===== src/rtl/axi_arbiter_w_if.sv =====
// Request/handshake inputs and grant/status outputs of the AXI write-channel arbiter.
// The slave modport is the arbiter's view; the master modport is the requester/interconnect view.
interface axi_arbiter_w_if;
  logic       m0_AWVALID;
  logic       m1_AWVALID;
  logic       m2_AWVALID;
  logic       m3_AWVALID;
  logic       s_AWVALID;
  logic       m_AWREADY;
  logic       s_WVALID;
  logic       s_WLAST;
  logic       m_WREADY;
  logic       m_BVALID;
  logic       s_BREADY;
  logic       m0_wgrnt;
  logic       m1_wgrnt;
  logic       m2_wgrnt;
  logic       m3_wgrnt;
  logic       w_busy;
  logic [1:0] w_owner;
  logic       w_timeout;

  modport slave (
    input  m0_AWVALID, m1_AWVALID, m2_AWVALID, m3_AWVALID,
    input  s_AWVALID, m_AWREADY, s_WVALID, s_WLAST, m_WREADY, m_BVALID, s_BREADY,
    output m0_wgrnt, m1_wgrnt, m2_wgrnt, m3_wgrnt, w_busy, w_owner, w_timeout
  );

  modport master (
    output m0_AWVALID, m1_AWVALID, m2_AWVALID, m3_AWVALID,
    output s_AWVALID, m_AWREADY, s_WVALID, s_WLAST, m_WREADY, m_BVALID, s_BREADY,
    input  m0_wgrnt, m1_wgrnt, m2_wgrnt, m3_wgrnt, w_busy, w_owner, w_timeout
  );
endinterface


===== src/rtl/axi_arbiter_w.sv =====
// Rotating-priority write-channel arbiter: holds a one-hot grant for a whole AW/W/B transaction.
// Optional watchdog enabled by defining AXI_ARB_W_TIMEOUT_EN.
module axi_arbiter_w #(
  parameter int TIMEOUT_CYCLES = 1024,
  parameter int CNT_WIDTH      = $clog2(TIMEOUT_CYCLES)
) (
  input logic            ACLK,
  input logic            ARESETn,
  axi_arbiter_w_if.slave bus
);
  typedef enum logic [1:0] {IDLE = 2'd0, BUSY = 2'd1, RESP = 2'd2} state_t;

  state_t     state_q, state_d;
  logic [3:0] grant_q, grant_d;
  logic [1:0] owner_q, owner_d;
  logic [1:0] last_q, last_d;
  logic       aw_done_q, aw_done_d;
  logic       w_done_q, w_done_d;
  logic [3:0] req;
  logic [2:0] pick;
  logic       aw_hs, wl_hs, b_hs;
  logic       fire;

  // Returns {found, index}, searching from the master after the last owner.
  function automatic logic [2:0] rr_pick(input logic [3:0] r, input logic [1:0] last);
    logic [1:0] cand;
    logic [2:0] res;
    res = 3'b000;
    for (int i = 1; i <= 4; i++) begin
      cand = last + 2'(i);
      if (!res[2] && r[cand]) res = {1'b1, cand};
    end
    return res;
  endfunction

  assign req   = {bus.m3_AWVALID, bus.m2_AWVALID, bus.m1_AWVALID, bus.m0_AWVALID};
  assign aw_hs = bus.s_AWVALID & bus.m_AWREADY;
  assign wl_hs = bus.s_WVALID & bus.m_WREADY & bus.s_WLAST;
  assign b_hs  = bus.m_BVALID & bus.s_BREADY;
  assign pick  = rr_pick(req, last_q);

  localparam logic [CNT_WIDTH-1:0] LIMIT = CNT_WIDTH'(TIMEOUT_CYCLES - 1);

`ifdef AXI_ARB_W_TIMEOUT_EN
  logic [CNT_WIDTH-1:0] cnt_q;
  logic                 timeout_q;
  logic                 progress;

  // Any address, data-beat or response handshake counts as forward progress.
  assign progress = aw_hs | (bus.s_WVALID & bus.m_WREADY) | b_hs;
  assign fire     = (state_q != IDLE) && (cnt_q == LIMIT);

  always_ff @(posedge ACLK) begin
    if (!ARESETn) begin
      cnt_q     <= '0;
      timeout_q <= 1'b0;
    end else begin
      timeout_q <= fire;
      if (state_q == IDLE || progress) cnt_q <= '0;
      else if (cnt_q != LIMIT)         cnt_q <= cnt_q + CNT_WIDTH'(1);
    end
  end

  assign bus.w_timeout = timeout_q;
`else
  logic [CNT_WIDTH-1:0] unused_limit;
  assign unused_limit  = LIMIT;
  assign fire          = 1'b0;
  assign bus.w_timeout = 1'b0;
`endif

  always_comb begin
    state_d   = state_q;
    grant_d   = grant_q;
    owner_d   = owner_q;
    last_d    = last_q;
    aw_done_d = aw_done_q;
    w_done_d  = w_done_q;
    case (state_q)
      IDLE: begin
        if (pick[2]) begin
          grant_d = 4'b0001 << pick[1:0];
          owner_d = pick[1:0];
          state_d = BUSY;
        end
      end
      BUSY: begin
        // W may finish before, with, or after AW; RESP needs both.
        aw_done_d = aw_done_q | aw_hs;
        w_done_d  = w_done_q | wl_hs;
        if ((aw_done_q | aw_hs) & (w_done_q | wl_hs)) state_d = RESP;
      end
      RESP: begin
        if (b_hs) begin
          grant_d   = 4'b0000;
          last_d    = owner_q;
          aw_done_d = 1'b0;
          w_done_d  = 1'b0;
          state_d   = IDLE;
        end
      end
      default: state_d = IDLE;
    endcase
    if (fire) begin
      grant_d   = 4'b0000;
      last_d    = owner_q;
      aw_done_d = 1'b0;
      w_done_d  = 1'b0;
      state_d   = IDLE;
    end
  end

  always_ff @(posedge ACLK) begin
    if (!ARESETn) begin
      state_q   <= IDLE;
      grant_q   <= 4'b0000;
      owner_q   <= 2'd3;
      last_q    <= 2'd3;
      aw_done_q <= 1'b0;
      w_done_q  <= 1'b0;
    end else begin
      state_q   <= state_d;
      grant_q   <= grant_d;
      owner_q   <= owner_d;
      last_q    <= last_d;
      aw_done_q <= aw_done_d;
      w_done_q  <= w_done_d;
    end
  end

  assign bus.m0_wgrnt = grant_q[0];
  assign bus.m1_wgrnt = grant_q[1];
  assign bus.m2_wgrnt = grant_q[2];
  assign bus.m3_wgrnt = grant_q[3];
  assign bus.w_busy   = |grant_q;
  assign bus.w_owner  = owner_q;
endmodule


===== src/flat_wrapper.sv =====
// flat-port wrapper written by rule: the top's interface ports become plain ports
module axi_arbiter_w_flat 
#(
  parameter int TIMEOUT_CYCLES = 1024,
  parameter int CNT_WIDTH      = $clog2(TIMEOUT_CYCLES)
)
  (ACLK, ARESETn, bus_m0_AWVALID, bus_m1_AWVALID, bus_m2_AWVALID, bus_m3_AWVALID, bus_s_AWVALID, bus_m_AWREADY, bus_s_WVALID, bus_s_WLAST, bus_m_WREADY, bus_m_BVALID, bus_s_BREADY, bus_m0_wgrnt, bus_m1_wgrnt, bus_m2_wgrnt, bus_m3_wgrnt, bus_w_busy, bus_w_owner, bus_w_timeout);
  axi_arbiter_w_if bus_i ();
  input logic ACLK;
  input logic ARESETn;
  input wire logic [$bits(bus_i.m0_AWVALID)-1:0] bus_m0_AWVALID;
  input wire logic [$bits(bus_i.m1_AWVALID)-1:0] bus_m1_AWVALID;
  input wire logic [$bits(bus_i.m2_AWVALID)-1:0] bus_m2_AWVALID;
  input wire logic [$bits(bus_i.m3_AWVALID)-1:0] bus_m3_AWVALID;
  input wire logic [$bits(bus_i.s_AWVALID)-1:0] bus_s_AWVALID;
  input wire logic [$bits(bus_i.m_AWREADY)-1:0] bus_m_AWREADY;
  input wire logic [$bits(bus_i.s_WVALID)-1:0] bus_s_WVALID;
  input wire logic [$bits(bus_i.s_WLAST)-1:0] bus_s_WLAST;
  input wire logic [$bits(bus_i.m_WREADY)-1:0] bus_m_WREADY;
  input wire logic [$bits(bus_i.m_BVALID)-1:0] bus_m_BVALID;
  input wire logic [$bits(bus_i.s_BREADY)-1:0] bus_s_BREADY;
  output wire logic [$bits(bus_i.m0_wgrnt)-1:0] bus_m0_wgrnt;
  output wire logic [$bits(bus_i.m1_wgrnt)-1:0] bus_m1_wgrnt;
  output wire logic [$bits(bus_i.m2_wgrnt)-1:0] bus_m2_wgrnt;
  output wire logic [$bits(bus_i.m3_wgrnt)-1:0] bus_m3_wgrnt;
  output wire logic [$bits(bus_i.w_busy)-1:0] bus_w_busy;
  output wire logic [$bits(bus_i.w_owner)-1:0] bus_w_owner;
  output wire logic [$bits(bus_i.w_timeout)-1:0] bus_w_timeout;
  assign bus_i.m0_AWVALID = bus_m0_AWVALID;
  assign bus_i.m1_AWVALID = bus_m1_AWVALID;
  assign bus_i.m2_AWVALID = bus_m2_AWVALID;
  assign bus_i.m3_AWVALID = bus_m3_AWVALID;
  assign bus_i.s_AWVALID = bus_s_AWVALID;
  assign bus_i.m_AWREADY = bus_m_AWREADY;
  assign bus_i.s_WVALID = bus_s_WVALID;
  assign bus_i.s_WLAST = bus_s_WLAST;
  assign bus_i.m_WREADY = bus_m_WREADY;
  assign bus_i.m_BVALID = bus_m_BVALID;
  assign bus_i.s_BREADY = bus_s_BREADY;
  assign bus_m0_wgrnt = bus_i.m0_wgrnt;
  assign bus_m1_wgrnt = bus_i.m1_wgrnt;
  assign bus_m2_wgrnt = bus_i.m2_wgrnt;
  assign bus_m3_wgrnt = bus_i.m3_wgrnt;
  assign bus_w_busy = bus_i.w_busy;
  assign bus_w_owner = bus_i.w_owner;
  assign bus_w_timeout = bus_i.w_timeout;
  axi_arbiter_w #(.TIMEOUT_CYCLES(TIMEOUT_CYCLES), .CNT_WIDTH(CNT_WIDTH)) u_core (.ACLK(ACLK), .ARESETn(ARESETn), .bus(bus_i));
endmodule

===== config.mk =====
export PLATFORM = sky130hd
export DESIGN_NAME = axi_arbiter_w_flat
export DESIGN_NICKNAME = d
export VERILOG_FILES = /design/src/rtl/axi_arbiter_w_if.sv /design/src/rtl/axi_arbiter_w.sv /design/src/flat_wrapper.sv
export SDC_FILE = /design/constraint.sdc
export NUM_CORES = 1
export LEC_CHECK = 0
export BUFFER_PORTS_ARGS = -buffer_cell sky130_fd_sc_hd__buf_4
export CORE_AREA = 2 2 40 42
export DETAILED_ROUTE_END_ITERATION = 8
export DIE_AREA = 0 0 42 44
export PLACE_DENSITY_LB_ADDON = 0.25
export SLEW_MARGIN = 20
export SYNTH_ARGS = -nofsm -noshare
export SYNTH_HDL_FRONTEND = slang
export SYNTH_SLANG_ARGS = --single-unit

===== constraint.sdc =====
create_clock -name ACLK -period 2.7 [get_ports ACLK]
set_input_delay 0.54 -clock ACLK [delete_from_list [all_inputs] [get_ports ACLK]]
set_output_delay 0.54 -clock ACLK [all_outputs]
set_load 0.005 [all_outputs]

==> impl_metrics.json, run 1 <==
{
  "synth_top_cell_by_area": "dfxtp_1",
  "worstPathCellList": "or4_1 -> buf_4",
  "worstHoldEndpoint": "u_core.grant_q[3]",
  "num_antenna_cells": 0,
  "critical_path.max_stage_delay_ns": 0.53,
  "worst_hold_startpoint": "u_core.grant_q[3]",
  "post-route-drc-count": 0,
  "fraction_of_the_yosys_area_taken_by_sequential_cells_pct": 39.0,
  "r2r_end": "u_core.grant_q[2]",
  "holdCritPathClass": "reg -> reg",
  "die_y_um": 44,
  "routed_wl_um": 1430,
  "layout_worst_path_cycle_share_pct": 67.4,
  "port_buffers": 19,
  "floorplan.core_area_um2": 1420,
  "maximum_buffer_depth_of_the_clock_tree": 2,
  "critPathKind": "reg -> out",
  "postLayoutSetupSlackWorst_ns": 0.879,
  "die_area_um2": 1850,
  "ioPinCount": 21,
  "worstSetupStartpointType": "register",
  "synthToLayoutAreaGrowth_pct": 27.4,
  "track_usage_pct": 17.1,
  "clock_insertion_delay_worst_skew_ns": 0.27,
  "filler_cell_count": 143,
  "postSynthRegisterBits": 12,
  "path_clk_slew_ns": 0.08,
  "timing.clock.skew_ns": 0.000583,
  "static-leakage-power_nw": 0.352,
  "grt_antenna_before_repair": 0,
  "setup_viol": 0,
  "detailedRoute.firstIterationViolations": 6,
  "mostFrequentLayoutCell": "buf_4",
  "h-tree-depth": 1,
  "synth.distinct_cells": 31,
  "rr_startpoint": "u_core.last_q[1]",
  "cell_count_after_synthesis": 74,
  "ys_top_cells_by_area": "dfxtp_1 (39%), nand2_1 (8.5%), o32ai_1 (7.1%)",
  "timing.reg2reg.worst_path_depth": 3,
  "synth.yosys.warnings": 0,
  "power_density_nw_per_um2": 566,
  "path_delay_family": "simple AND/OR/NAND/NOR gates",
  "synth.top_cell.area_share_pct": 39.0,
  "min_period_ns": 1.82,
  "finalCoreUtilization_pct": 55.3,
  "maxCapViolations": 0,
  "postCtsSetupRepairBufs": 0,
  "synth.avg_cell_area_um2": 8.32,
  "globalplace.congestion": 0.790,
  "synth_area_um2": 616,
  "cts_resized": 0,
  "path_max_fanout": 3,
  "pre_cts_slack_ns": 1.03,
  "vias_in_the_first_global_route": 571,
  "run_status": "finished, final reports clean",
  "grt_max_degree": 10,
  "cts_tree": "done",
  "drtPass1Iterations": 4,
  "grt_first_pass_wirelength_um": 2390,
  "power_w": 0.000444,
  "antenna_violating_nets_post_route": 0,
  "avgViaCountPerCell": 5.51,
  "hold_viol_final": 0,
  "cts.root.buffer_cell": "clkbuf_4",
  "cts_inserted_buffers": 3,
  "synth.net_count": 87,
  "rows": 14,
  "grt-ovfl-total": 0,
  "fraction_of_layout_cells_with_a_size_suffix_above_1_pct": 29.0,
  "peakVddDrop_mv": 0.332,
  "starting_density_of_the_core_pct": 43.4,
  "fmaxAchievable_ghz": 0.549,
  "timing.critical_path.slowest_stage_cell": "or4_1",
  "timing.setup.tns_ns": 0,
  "critical_path_arrival_ns": 1.28,
  "critical_path_required_ns": 2.16,
  "dpl.hpwl_um": 1080,
  "rsz0062_at_grt": "false",
  "worst-r2r-setup-slack_ns": 1.31,
  "die_width_um": 42,
  "finalNetCount": 107,
  "routed_length_per_instance_um": 13.1,
  "cts.hold.buffers_added": 0,
  "clock_sinks": 12,
  "routed-via-count": 601,
  "worst_hold_path.num_cells": 2,
  "layout_common_cells": "buf_4 (19), nand2_1 (14), dfxtp_1 (12)",
  "timing.final.max_slew_violations": 0,
  "worst_setup_path_end_kind": "primary output",
  "crit_buf_inv": 1
}
per-layer routing:
layer / global-route usage [%] / wire [um]
met5: 0 / 0
met4: 7.74 / 0
met3: 3.75 / 56
met2: 29.1 / 704
met1: 20.7 / 670
how the worst max path moves through the flow:
| stage | start | endpoint | slack (ns) | cells past startpoint |
|---|---|---|---|---|
| 5_1_grt | u_core.grant_q[0] | bus_w_busy | 0.84 | 2 |
| 3_3_place_gp | bus_m0_AWVALID | u_core.grant_q[2] | 1.05 | 5 |
| 4_1_cts | u_core.grant_q[0] | bus_w_busy | 0.87 | 2 |
| 2_1_floorplan | bus_m0_AWVALID | u_core.grant_q[3] | 1.24 | 4 |
| 3_5_place_dp | bus_m0_AWVALID | u_core.grant_q[3] | 1.03 | 5 |
| 6_report | u_core.grant_q[0] | bus_w_busy | 0.88 | 2 |
flip-flops by register name, summed over array words and instances, names as in the netlist:
name and count:
u_core.aw_done_q 1, u_core.bus.w_owner 2, u_core.grant_q 4, u_core.last_q 2, u_core.state_q 2, u_core.w_done_q 1
cell usage after synthesis:
cell type,count
nand2_1,14
dfxtp_1,12
a21oi_1,5
nor2_1,5
o32ai_1,5
nand3_1,4
inv_1,3
a31oi_1,2
o21ai_0,2
a211o_1,1
a221o_1,1
a221oi_1,1
a2bb2oi_1,1
a41oi_1,1
and2b_2,1
and3b_1,1
buf_2,1
buf_4,1
clkbuf_1,1
clkbuf_8,1
conb_1,1
mux2i_1,1
nand3b_1,1
nor2b_1,1
o211ai_1,1
o221a_2,1
o221ai_1,1
o22a_1,1
or2_4,1
or3b_2,1
or4_1,1
tightest hold or removal path: stages, from the launching register on:
cell and delay (ns):
dfxtp_1 0.33, nand2_1 0.06, o32ai_1 0.06
power breakdown:
group | internal (W) | leakage [nW] | total, W | switching, W
logic | 0.0000531 | 0.232 | 0.0000946 | 0.0000415
clock network | 0.0000819 | 0.0210 | 0.000144 | 0.0000622
registers | 0.000192 | 0.0986 | 0.000206 | 0.0000139
stage by stage:
stage	instance area, um2	cells	hold slack (ns)
global route	785	109	0.499
finish	785	109	0.490
global placement	748	105	0.464
floorplan	616	74	0.462
detailed placement	748	105	0.465
CTS	785	109	0.484
cell type report:
cell class	instances	area, um2	share of cell area, %
tap	16	20.0	2.55
multi-input combinational	55	334	42.6
clock buffer	4	36.3	4.63
sequential	12	240	30.6
inverter	3	11.3	1.44
timing repair buffer	19	143	18.2
logic make-up after synthesis:
logic type	count (synthesis)	share of synthesized area, %
AO/OA/AOI/OAI	23	28.0
other	1	0.609
multiplexers	1	1.63
buffers and inverters	7	6.71
flip-flops	12	39.0
AND/OR/NAND/NOR	30	24.0
Note: power is estimated with default switching activity, not from simulation.
==> run 2, diff against run 1 <==
--- a/config.mk
+++ b/config.mk
@@ -5,10 +5,11 @@
 export SDC_FILE = /design/constraint.sdc
 export NUM_CORES = 1
 export LEC_CHECK = 0
+export ABC_AREA = 1
 export BUFFER_PORTS_ARGS = -buffer_cell sky130_fd_sc_hd__buf_4
-export CORE_AREA = 2 2 40 42
+export CORE_AREA = 2 2 48 50
 export DETAILED_ROUTE_END_ITERATION = 8
-export DIE_AREA = 0 0 42 44
+export DIE_AREA = 0 0 50 52
 export PLACE_DENSITY_LB_ADDON = 0.25
 export SLEW_MARGIN = 20
 export SYNTH_ARGS = -nofsm -noshare
==> constraint.sdc (replaced) <==
create_clock -name ACLK -period 1.79 [get_ports ACLK]
set_input_delay 0.358 -clock ACLK [delete_from_list [all_inputs] [get_ports ACLK]]
set_output_delay 0.358 -clock ACLK [all_outputs]
set_load 0.005 [all_outputs]
==> impl_metrics.json, run 2 <==
{
  "layout_worst_path_cycle_share_pct": 89.2,
  "detailedRoute.firstIterationViolations": 13,
  "vias_in_the_first_global_route": 763,
  "hold_viol_final": 0,
  "die_y_um": 52,
  "maximum_buffer_depth_of_the_clock_tree": 2,
  "synthMuxAreaShare_pct": 0,
  "critPathKind": "reg -> out",
  "layout_common_cells": "nand2_1 (30), buf_4 (20), inv_1 (16)",
  "worst_hold_path.num_cells": 2,
  "drtPass1Iterations": 4,
  "synth.yosys.warnings": 0,
  "cts_inserted_buffers": 3,
  "cts.root.buffer_cell": "clkbuf_4",
  "largest_register_ffs": 4,
  "path_max_fanout": 3,
  "synth-simple-area-share_pct": 47.6,
  "worstPathCellList": "or4_1 -> buf_4",
  "path_clk_slew_ns": 0.07,
  "avgViaCountPerCell": 4.66,
  "synth_area_um2": 872,
  "largest-register": "u_core.grant_q",
  "routed_length_per_instance_um": 8.97,
  "postSynthRegisterBits": 12,
  "post_synth_most_frequent_cells": "nand2_1 (30), inv_1 (16), dfxtp_1 (12), nor2_1 (12), a21oi_1 (9)",
  "ys_top_cells_by_area": "dfxtp_1 (28%), nand2_1 (13%), nand2_4 (9.0%)",
  "cts_tree": "done",
  "sequential_cell_area_um2": 241,
  "grt_max_degree": 11,
  "grt_first_pass_wirelength_um": 2870,
  "synth.distinct_cells": 27,
  "dpl.hpwl_um": 1380,
  "port_buffers": 19,
  "synth.avg_cell_area_um2": 6.71,
  "run_status": "finished, final reports clean",
  "synth_fa_ha_area_share_pct": 0,
  "timing.critical_path.slowest_stage_cell": "or4_1",
  "final_design_area_no_fill_um2": 1060,
  "track_usage_pct": 14.5,
  "die_width_um": 50,
  "timing.final.max_slew_violations": 0,
  "fmaxAchievable_ghz": 0.626,
  "rows": 17,
  "globalplace.congestion": 0.723,
  "timing.reg2reg.worst_path_depth": 11,
  "dominant_combinational_cell_family_by_area_after_synthesis": "simple AND/OR/NAND/NOR gates",
  "fraction_of_layout_cells_with_a_size_suffix_above_1_pct": 33.1,
  "synth.top_cell.area_share_pct": 27.5,
  "peakVddDrop_mv": 0.416,
  "finalCoreUtilization_pct": 50.4,
  "holdCritPathClass": "in -> reg",
  "multi_input_gate_area_um2": 510,
  "grt-ovfl-total": 0,
  "fraction_of_the_yosys_area_taken_by_sequential_cells_pct": 27.5,
  "synth_top_cell_by_area": "dfxtp_1",
  "filler_cell_count": 236,
  "power_w": 0.000610,
  "synthToLayoutAreaGrowth_pct": 21.8,
  "synth.net_count": 143,
  "rsz0062_at_grt": "false",
  "grt_antenna_before_repair": 0,
  "clock_sinks": 12,
  "critical_path_arrival_ns": 1.24,
  "worst_setup_path_end_kind": "primary output",
  "min_period_ns": 1.60,
  "h-tree-depth": 1,
  "maxCapViolations": 0,
  "num_antenna_cells": 0,
  "cell_count_after_synthesis": 130,
  "synthesized_area_fraction_occupied_by_ao_oa_aoi_and_oai_cells_pct": 10.5,
  "placedInstanceArea_um2": 1040,
  "critical_path_required_ns": 1.43,
  "routed_wl_um": 1610,
  "timing.clock.skew_ns": 0.00414,
  "power_density_nw_per_um2": 574,
  "synth-edff-count": 0,
  "routed-via-count": 835,
  "yosys.area_share.xor_xnor_pct": 0,
  "post-route-drc-count": 0,
  "synth.most_common_cell": "nand2_1",
  "clock_insertion_delay_worst_skew_ns": 0.26,
  "floorplan.core_area_um2": 2110,
  "starting_density_of_the_core_pct": 41.4,
  "worstSetupStartpointType": "register",
  "static-leakage-power_nw": 0.544,
  "die_area_um2": 2600,
  "ioPinCount": 21,
  "timing.setup.tns_ns": 0,
  "antenna_violating_nets_post_route": 0,
  "finalNetCount": 166,
  "critical_path.max_stage_delay_ns": 0.51,
  "synthArstFlopShare_pct": 0,
  "setup_viol": 0,
  "ys.flop_type": "dfxtp_1",
  "mostFrequentLayoutCell": "nand2_1"
}
[run 2: kinds of logic (layout without fill, tap and decap cells)]
group                  Yosys count  count (layout)
AOI/OAI and AO/OA               16              16
buffers and inverters           27              48
DFF                             12              12
other                            1               1
and+or+nand+nor                 74              74
[run 2: path summary, 6_finish.rpt]
path | to | from | slack (ns)
worst max-delay path | bus_w_busy | u_core.grant_q[0] | 0.19
worst max register to register | u_core.grant_q[2] | u_core.last_q[1] | 0.27
worst min-delay path | u_core.last_q[0] | ARESETn | 0.31
worst min register to register | u_core.grant_q[1] | u_core.grant_q[1] | 0.48
[run 2: metal layers]
layer	vias to the layer above	share of wire (%)	wire, um	track usage (%)
met3	2	2.6	42	2.87
met5	-	0	0	0
li1	450	-	-	-
met1	373	42	668	14.6
met2	10	55	885	27.6
met4	0	0.56	9	8.33
[run 2: final cells by class]
| cell class | count | share of cell area [%] |
|---|---|---|
| sequential | 12 | 22.7 |
| tap | 28 | 3.30 |
| timing repair buffer | 20 | 14.1 |
| inverter | 25 | 9.66 |
| multi-input combinational | 91 | 48.1 |
| clock buffer | 3 | 2.12 |
[run 2: worst max-delay path: cells and delay by family, from the launching register on]
kind                   cells  cell delay [ns]
DFF                        1             0.32
and+or+nand+nor            1             0.51
buffers and inverters      1             0.15
[run 2: per-stage QoR]
| stage | cells | setup slack [ns] | hold slack (ns) |
|---|---|---|---|
| 2_1_floorplan | 130 | 0.439 | 0.457 |
| 3_3_place_gp | 176 | 0.184 | 0.471 |
| 3_5_place_dp | 176 | 0.162 | 0.478 |
| 5_1_grt | 179 | 0.0536 | 0.315 |
| 6_report | 179 | 0.192 | 0.305 |
| 4_1_cts | 179 | 0.144 | 0.300 |
[run 2: what timing repair did]
action,in CTS,in global routing
buffers inserted,0,0
endpoints found under the setup margin,0,3
hold buffers,0,0
gates resized for setup,0,1
[run 2: where the power goes]
part / internal [W] / total (W) / switching (W)
clock network: 0.0000777 / 0.000156 / 0.0000783
registers: 0.000283 / 0.000294 / 0.0000107
logic: 0.0000746 / 0.000160 / 0.0000854
